File: config.mk
export PLATFORM = sky130hd
export DESIGN_NAME = demux16_router
export DESIGN_NICKNAME = d
export VERILOG_FILES = /design/src/rtl/demux16_router_pkg.sv /design/src/rtl/demux16_slot.sv /design/src/rtl/demux16_router.sv
export SDC_FILE = /design/constraint.sdc
export NUM_CORES = 1
export LEC_CHECK = 0
export CORE_MARGIN = 2
export CORE_UTILIZATION = 55
export DETAILED_ROUTE_END_ITERATION = 8
export DONT_BUFFER_PORTS = 1
export PLACE_DENSITY = 0.73
export SLEW_MARGIN = 20
export SYNTH_ARGS = -nofsm -noshare
export SYNTH_HDL_FRONTEND = slang
export SYNTH_HIERARCHICAL = 1
export SYNTH_SLANG_ARGS = --single-unit
File: constraint.sdc
create_clock -name clk -period 1.47 [get_ports clk]
set_input_delay 0.294 -clock clk [delete_from_list [all_inputs] [get_ports clk]]
set_output_delay 0.294 -clock clk [all_outputs]
set_load 0.05 [all_outputs]
File: src/rtl/demux16_router_pkg.sv
`default_nettype none
// ============================================================================
//  Module      : demux16_router_pkg
//  Description : Shared constants for the 16-bit 1:2 registered demux:
//                default widths and channel index encodings.
//  Revision    : 1.0  initial release
// ============================================================================
package demux16_router_pkg;

   localparam int DEF_DATA_W = 16;
   localparam int DEF_CNT_W  = 8;

   localparam logic CH0 = 1'b0;
   localparam logic CH1 = 1'b1;

endpackage : demux16_router_pkg
`default_nettype wire

File: src/rtl/demux16_slot.sv
`default_nettype none
// ============================================================================
//  Module      : demux16_slot
//  Description : One-entry output register with valid/ready handshake,
//                same-cycle drain-and-reload, and a wrapping delivery
//                counter with synchronous clear.
//  Revision    : 1.0  initial release
// ============================================================================
module demux16_slot
   import demux16_router_pkg::*;
#(
   parameter int DATA_W = DEF_DATA_W,
   parameter int CNT_W  = DEF_CNT_W
) (
   input  logic              clk,
   input  logic              rst_n,
   input  logic              load,
   input  logic [DATA_W-1:0] load_data,
   input  logic              out_ready,
   input  logic              clr_cnt,
   output logic              out_valid,
   output logic [DATA_W-1:0] out_data,
   output logic              ready_out,
   output logic [CNT_W-1:0]  cnt
);

   logic              r_valid;
   logic [DATA_W-1:0] r_data;
   logic [CNT_W-1:0]  r_cnt;
   logic              w_deliver;

   assign w_deliver = r_valid && out_ready;
   // A slot being drained this cycle can take a new word without a bubble.
   assign ready_out = !r_valid || out_ready;

   assign out_valid = r_valid;
   assign out_data  = r_data;
   assign cnt       = r_cnt;

   // Slot register: a load always wins over a drain so drain+load keeps valid high.
   always_ff @(posedge clk or negedge rst_n) begin
      if (!rst_n) begin
         r_valid <= 1'b0;
         r_data  <= '0;
      end else if (load) begin
         r_valid <= 1'b1;
         r_data  <= load_data;
      end else if (w_deliver) begin
         r_valid <= 1'b0;
      end
   end

   // Delivery counter: clear takes priority over a coincident increment; wraps naturally.
   always_ff @(posedge clk or negedge rst_n) begin
      if (!rst_n) begin
         r_cnt <= '0;
      end else if (clr_cnt) begin
         r_cnt <= '0;
      end else if (w_deliver) begin
         r_cnt <= r_cnt + 1'b1;
      end
   end

endmodule : demux16_slot
`default_nettype wire

File: src/rtl/demux16_router.sv
`default_nettype none
// ============================================================================
//  Module      : demux16_router
//  Description : Registered 1:2 demultiplexer. Steers a valid/ready stream
//                to channel 0 or 1 according to in_sel at acceptance; each
//                channel has its own output slot, so a stalled channel only
//                blocks traffic aimed at it.
//  Revision    : 1.0  initial release
// ============================================================================
module demux16_router
   import demux16_router_pkg::*;
#(
   parameter int DATA_W = DEF_DATA_W,
   parameter int CNT_W  = DEF_CNT_W
) (
   input  logic              clk,
   input  logic              rst_n,
   input  logic              in_valid,
   output logic              in_ready,
   input  logic              in_sel,
   input  logic [DATA_W-1:0] in_data,
   output logic              o0_valid,
   input  logic              o0_ready,
   output logic [DATA_W-1:0] o0_data,
   output logic              o1_valid,
   input  logic              o1_ready,
   output logic [DATA_W-1:0] o1_data,
   input  logic              clr_cnt,
   output logic [CNT_W-1:0]  cnt0,
   output logic [CNT_W-1:0]  cnt1
);

   logic w_rdy0;
   logic w_rdy1;
   logic w_accept;
   logic w_load0;
   logic w_load1;

   // Readiness of the targeted slot only; the other channel never gates it.
   assign in_ready = (in_sel == CH1) ? w_rdy1 : w_rdy0;

   // in_valid gates first so an undriven in_sel while idle cannot load a slot.
   assign w_accept = in_valid && in_ready;
   assign w_load0  = w_accept && (in_sel == CH0);
   assign w_load1  = w_accept && (in_sel == CH1);

   demux16_slot #(
      .DATA_W (DATA_W),
      .CNT_W  (CNT_W)
   ) u_slot0 (
      .clk       (clk),
      .rst_n     (rst_n),
      .load      (w_load0),
      .load_data (in_data),
      .out_ready (o0_ready),
      .clr_cnt   (clr_cnt),
      .out_valid (o0_valid),
      .out_data  (o0_data),
      .ready_out (w_rdy0),
      .cnt       (cnt0)
   );

   demux16_slot #(
      .DATA_W (DATA_W),
      .CNT_W  (CNT_W)
   ) u_slot1 (
      .clk       (clk),
      .rst_n     (rst_n),
      .load      (w_load1),
      .load_data (in_data),
      .out_ready (o1_ready),
      .clr_cnt   (clr_cnt),
      .out_valid (o1_valid),
      .out_data  (o1_data),
      .ready_out (w_rdy1),
      .cnt       (cnt1)
   );

endmodule : demux16_router
`default_nettype wire

# Yosys cells after proc, flatten, opt, wreduce, memory -nomap -nowiden
# Index checks and enable logic that the tools add are counted.
# totals
register_bits	50
output_inout_bits	51
inputBits	23
elab_cells	31
# classes
bitwise_logic	1
n_reduce_logical	13
mux	9
n_addsub	2
# op_table
cell	count
two-way mux 8 bit	4
adder 8 x 1 -> 8 bit (second input constant)	2
nonzero test 2 bit	4
logical AND 1 bit	5
two-way mux 1 bit	5
logical NOT 1 bit	2
logical OR 1 bit	2
inverter 1 bit	1

# Longest topological paths before layout
# logic_depth
depth_word	6
depth_mapped	5

# Cells and area by module
# Netlist, hierarchy kept.
# by_module_without_submodules
module	instances	cells_each	seq_area_each_um2	area_each_um2
demux16_slot	2	77	625.6	1019.7
demux16_router	1	3	0.0	32.5

# Least setup slack after synthesis
# Ideal clock, no wire load.
# synth_path
kind	register -> register
from	reg u_slot0.r_valid (netlist: u_slot0/out_valid)
to	reg u_slot0.r_data[0] (netlist: u_slot0/out_data[0])
arrival_time_ns	1.825
setup_time_ns	0.125
path_stages_with_launch	6
path_buffers	2
setup_slack_ns	-0.480
path_cell_list	dfrtp_1 > or2b_2 > and3b_2 > buf_2 > buf_2 > mux2_2
# synth_between
elab_chain_cells	5
# synth_lines
item	line	source
start: declaration	demux16_slot.sv:27	logic r_valid;
start signal: assignment	demux16_slot.sv:43	r_valid <= 1'b0;
start signal: assignment	demux16_slot.sv:46	r_valid <= 1'b1;
start signal: assignment	demux16_slot.sv:49	r_valid <= 1'b0;
logical NOT 1 bit	demux16_slot.sv:34	assign ready_out = !r_valid || out_ready;
logical OR 1 bit	demux16_slot.sv:34	
named net w_rdy0	demux16_router.sv:33	logic w_rdy0;
two-way mux 1 bit	demux16_router.sv:40	assign in_ready = (in_sel == CH1) ? w_rdy1 : w_rdy0;
logical AND 1 bit	demux16_router.sv:43	assign w_accept = in_valid && in_ready;
logical AND 1 bit	demux16_router.sv:44	assign w_load0 = w_accept && (in_sel == CH0);
named net w_load0	demux16_router.sv:36	logic w_load0;
end signal: assignment	demux16_slot.sv:47	r_data <= load_data;
end: declaration	demux16_slot.sv:28	logic [DATA_W-1:0] r_data;
# The timed path passes the listed nets, and every way through them passes these cells.
# A chain may end at the register's enable or synchronous reset.

# Worst setup path in the final report
# layout_path
from	reg u_slot0.r_valid (netlist: u_slot0/out_valid)
to	out in_ready
# layout_between
elab_chain_cells	3
# layout_lines
item	line	source
logical NOT 1 bit	demux16_slot.sv:34	
logical OR 1 bit	demux16_slot.sv:34	
named net w_rdy0	demux16_router.sv:33	
two-way mux 1 bit	demux16_router.sv:40	
end: declaration	demux16_router.sv:19	output logic in_ready,
# The timed path passes the listed nets, and every way through them passes these cells.

==> reports/metrics.yaml <==
grt:
  grt_max_degree: 51
  grt.total_usage_pct: 20.5
  grt_pass1_vias: 1372
  grt_pass1_wl_mm: 6.49
  antenna_found_initial: 0
  overflow: 0
pwr:
  p_per_area_nw_per_um2: 1460
  static-leakage-power_nw: 1.01
  total_power_mw: 3.53
  peakVddDrop_mv: 0.857
clock_tree:
  root_buffer: "clkbuf_8"
  clk_pin_slew_ns: 0.09
  htree_levels: 2
  clock_latency_ns: 0.30
  cts_buffer_depth: 2
  cts_tree: "built"
  cts_buffers: 5
  clock-sinks: 50
  post_cts_buffers: 0
yosys:
  synth.distinct_cells: 24
  syn_area_um2: 2070
  synth_seq_area_share_pct: 60.4
  synthAdderAreaFrac_pct: 1.21
  synthXorXnorAreaFrac_pct: 1.69
  synth_top_family_by_area: "multiplexers"
  synth_simple_gate_area_share_pct: 11.1
  muxShareOfSynthArea_pct: 18.1
  synth_nets: 182
  synth_compound_area_share_pct: 5.80
  synthCells: 157
  yosys_warnings: 6
  synth_area_per_cell_um2: 13.2
  ys_ff_latch: 50
worst_setup_path:
  cp_data_required_time_ns: 1.18
  crit_type: "reg2out"
  cp-end-kind: "output port"
  path_max_fanout: 2
  worst_ep_arrival_time_ns: 1.39
  crit_path_start_kind: "register"
die:
  start_util_pct: 57.0
  coreArea_um2: 3630
  boundaryPins: 74
  die_area_um2: 4270
  die_w_um: 65.4
  rows: 22
  die_h_um: 65.4
drt:
  dr.pass1.iters: 4
  drt-total-wl_mm: 4.32
  ant_nets: 0
  first_iter_violations: 68
  vias_per_cell: 6.00
  via_count: 1362
  wl_per_cell_um: 19.0
  drc: 0
final_layout:
  area_growth_pct: 16.4
  fin_area_um2: 2410
  stdcell_count: 227
  drive_above_1_share_pct: 46.4
  layout.nets: 203
  final_util_pct: 66.4
  diodes: 0
  fill_cells: 298
place:
  gp_congestion: 0.764
  place_inst: 218
  dpl_cell_area_um2: 2270
  dp_hpwl_mm: 2.98
  pre_cts_slack_ns: -0.0782
  port_buffers: 0
status:
  status: "finished with violations"
  violations: "negative hold slack, negative setup slack"
timing:
  relSlewSlack_pct: 66.8
  period_share_pct: 115
  fmax_ghz: 0.593
  timing.final.ws_setup_ns: -0.215
  period_minus_slack_ns: 1.68
  rsz0062_at_grt: "true"
  finClkSkew_ns: 0.00844
  tightest_slew_ns: 0.497
  drv_slew: 0
  hold_viol_final: 50
  hold_ws_ns: -0.319
  setup_violations: 17
flow_run:
  maxCapViolCount: 0
min_path:
  hold_class: "in2async"
[logic make-up after synthesis]
kind of cell,count (synthesis)
flip-flops,50
AND/OR/NAND/NOR,38
multiplexers,33
AO/OA/AOI/OAI,22
buffers and inverters,8
XOR/XNOR,4
adder cells (fa/ha/maj),2
[through the flow]
step           TNS (ns)  hold WS, ns
2_1_floorplan     -4.04     -0.00159
3_3_place_gp     -0.449    -0.000552
3_5_place_dp      -1.07    -0.000165
4_1_cts           -1.62       -0.331
5_1_grt           -2.42       -0.349
6_report          -1.43       -0.319
[cells in the final DEF, fill, tap and decap left out, types with 5 or more instances in the layout]
cell type / Yosys / routed
dfrtp_1: 50 / 38
mux2_2: 32 / 32
buf_4: 0 / 17
dfrtp_2: 0 / 12
a21oi_1: 12 / 11
nand3_1: 6 / 6
o21ai_0: 6 / 6
clkbuf_8: 0 / 5
[worst max-delay path, stage by stage, from the launching register on]
cell and delay, ns:
dfrtp_2 0.36, or2b_4 0.27, buf_6 0.11, mux2_4 0.35
[layer usage]
metal | routed length, µm | global-route usage, % | vias to the layer above
li1 | - | - | 607
met3 | 343 | 7.71 | 6
met1 | 1580 | 23.3 | 696
met4 | 56 | 7.03 | 0
met2 | 2330 | 35.6 | 53
met5 | 0 | 0 | -
[where the power goes]
part / total [mW] / internal, mW / switching (mW)
combinational: 0.339 / 0.184 / 0.155
clock: 0.931 / 0.507 / 0.423
sequential: 2.26 / 1.54 / 0.718
[cells in the mapped netlist]
library cell  count  area, µm²
dfrtp_1          50       1250
mux2_2           32        360
a21oi_1          12       60.1
nand3_1           6       30.0
o21ai_0           6       30.0
buf_2             4       20.0
nand2_1           4       15.0
nand4_1           4       25.0
nor2_1            4       15.0
o31ai_1           4       30.0
or3_1             4       25.0
or4_1             4       30.0
and3_2            3       22.5
buf_1             2       7.51
ha_1              2       25.0
inv_1             2       7.51
nand2_2           2       12.5
nand2b_1          2       12.5
or2b_2            2       17.5
or3_2             2       15.0
xnor2_1           2       17.5
xor2_1            2       17.5
and3b_2           1       10.0
mux2_4            1       15.0
[path summary, 6_finish.rpt]
kind	to	slack, ns	from	cells after the start
worst max-delay path	in_ready	-0.21	u_slot0/out_valid$_DFFE_PN0P_	3
worst min-delay path	u_slot0/out_valid$_DFFE_PN0P_	-0.32	rst_n	0
worst max register to register	u_slot0/out_data[8]$_DFFE_PN0P_	-0.09	u_slot0/out_valid$_DFFE_PN0P_	3
worst min register to register	u_slot0/cnt[7]$_DFFE_PN0P_	0.53	u_slot0/cnt[7]$_DFFE_PN0P_	2
max in group asynchronous	u_slot0/cnt[3]$_DFFE_PN0P_	1.69	rst_n	0
min in group clk	u_slot1/cnt[3]$_DFFE_PN0P_	0.05	clr_cnt	1
[registers in the layout (all words and copies together) (netlist names)]
name	cells
u_slot0/out_valid	1
u_slot1/out_data	16
u_slot1/out_valid	1
u_slot0/out_data	16
u_slot1/cnt	8
u_slot0/cnt	8
[repair_timing]
action,4_1_cts,5_1_grt
pin swaps,0,1
gates resized for setup,2,4
endpoints found under the setup margin,18,38
cloned,0,1
endpoints found under the hold margin,50,50
[layout make-up]
| cell class | count | area, µm² | share of cell area, % |
|---|---|---|---|
| clock buffers | 6 | 72.6 | 3.01 |
| clock inverters | 2 | 37.5 | 1.56 |
| inverters | 2 | 7.51 | 0.311 |
| multi-input cells | 100 | 815 | 33.8 |
| flip-flops and latches | 50 | 1270 | 52.5 |
| well taps | 48 | 60.1 | 2.49 |
| repair buffers | 19 | 154 | 6.38 |
Power figures use the tool's default switching activity.
==> edit, RTL diff (same flow settings) <==
The package constant `DEF_DATA_W` goes from 16 to 32.
--- a/src/rtl/demux16_router_pkg.sv
+++ b/src/rtl/demux16_router_pkg.sv
@@ -9,3 +9,3 @@
 
-   localparam int DEF_DATA_W = 16;
+   localparam int DEF_DATA_W = 32;
    localparam int DEF_CNT_W  = 8;
Interface: changed (resized in_data, o0_data and o1_data); port bits go from 74 to 122. No check against the original RTL was run, so the function may have changed too.
==> edit against the original RTL <==
Clock power grew 85%; the run still ends with hold timing, setup timing left; setup slack worse by 31 ps; critical path type unchanged; wire length is 87% higher; power up 88%; area after synthesis grew 57%; sequential cell count is 32 higher; final area grew 75%.
==> edit: results (changes against the original RTL) <==
[detailed_routing]
wl_met3_um=649  ; +89%
wl_per_cell_um=23.70  ; +25%
route.met2.wl_um=4113  ; +76%
vias=2066  ; +52%
first_iter_violations=74  ; +8.8%
wl_met1_um=3201  ; +100%

[timing]
timing.final.ws_setup_ps=-246.3  ; -31.29 ps
tns_ps=-3949  ; -2518 ps
hold_violations=82  ; +64%
skew_ps=8.947  ; +0.5035 ps
holdWs_ps=-357.9  ; -38.50 ps
setup_viol=65  ; +48

[placed_design]
place_inst=313  ; +44%
place_area_mm2=0.003540  ; +56%

[grt]
grtUsageMet1=0.2703  ; +0.03775
grt_max_degree=83  ; +63%
met2_usage=0.3793  ; +0.02347

[logic_synthesis]
netlist_instances=225  ; +43%
ys_types=25  ; +4.2%
synth_nets=266  ; +46%
synth.area.top_cells=dfrtp_1 63%, mux2_2 22%, a21oi_1 1.8%
synth.mux.area_fraction=0.2263  ; +0.04517

[run_status]
status=finished with violations
violations=hold timing, setup timing

[cts]
cts_buffers=9  ; +4
cts.htree.levels=3  ; +1

[power]
vdd_drop_max_uv=1089  ; +27%
fin_total_pwr_mw=6.620  ; +88%
combPwrFrac=0.132  ; +0.036
leakagePower_nw=1.918  ; +90%
p_seq_mw=4.03  ; +78%

[finish]
fin_nets=304  ; +50%

==> edit: path summary, 6_finish.rpt <==
kind / startpoint / endpoint / slack [ps] / cells after the start
max reg2reg: u_slot0/out_valid / u_slot0/out_data[23] / -110 / 4
min in group clk: clr_cnt / u_slot0/cnt[7] / 20 / 1
min reg2reg: u_slot0/cnt[7] / u_slot0/cnt[7] / 540 / 2
min: rst_n / u_slot1/cnt[4] / -360 / 0
max: u_slot0/out_valid / in_ready / -250 / 3
max in group asynchronous: rst_n / u_slot0/out_valid / 1710 / 0
==> edit: timing repair <==
item	4_1_cts	5_1_grt
setup buffers	0	2
cloned	2	4
setup endpoints to repair	29	70
resized for setup	3	76
hold endpoints to repair	90	83
pin swaps	1	2
hold buffers	2	1
==> edit: cell type report <==
type	instances	area [µm²]	share of cell area
clock buffers	11	131.4	0.03113
multi-input cells	131	1406	0.3332
inverters	2	7.507	0.001779
repair buffers	37	439.2	0.1041
flip-flops and latches	82	2067	0.4898
well taps	72	90.09	0.02135
clock inverters	5	78.83	0.01868
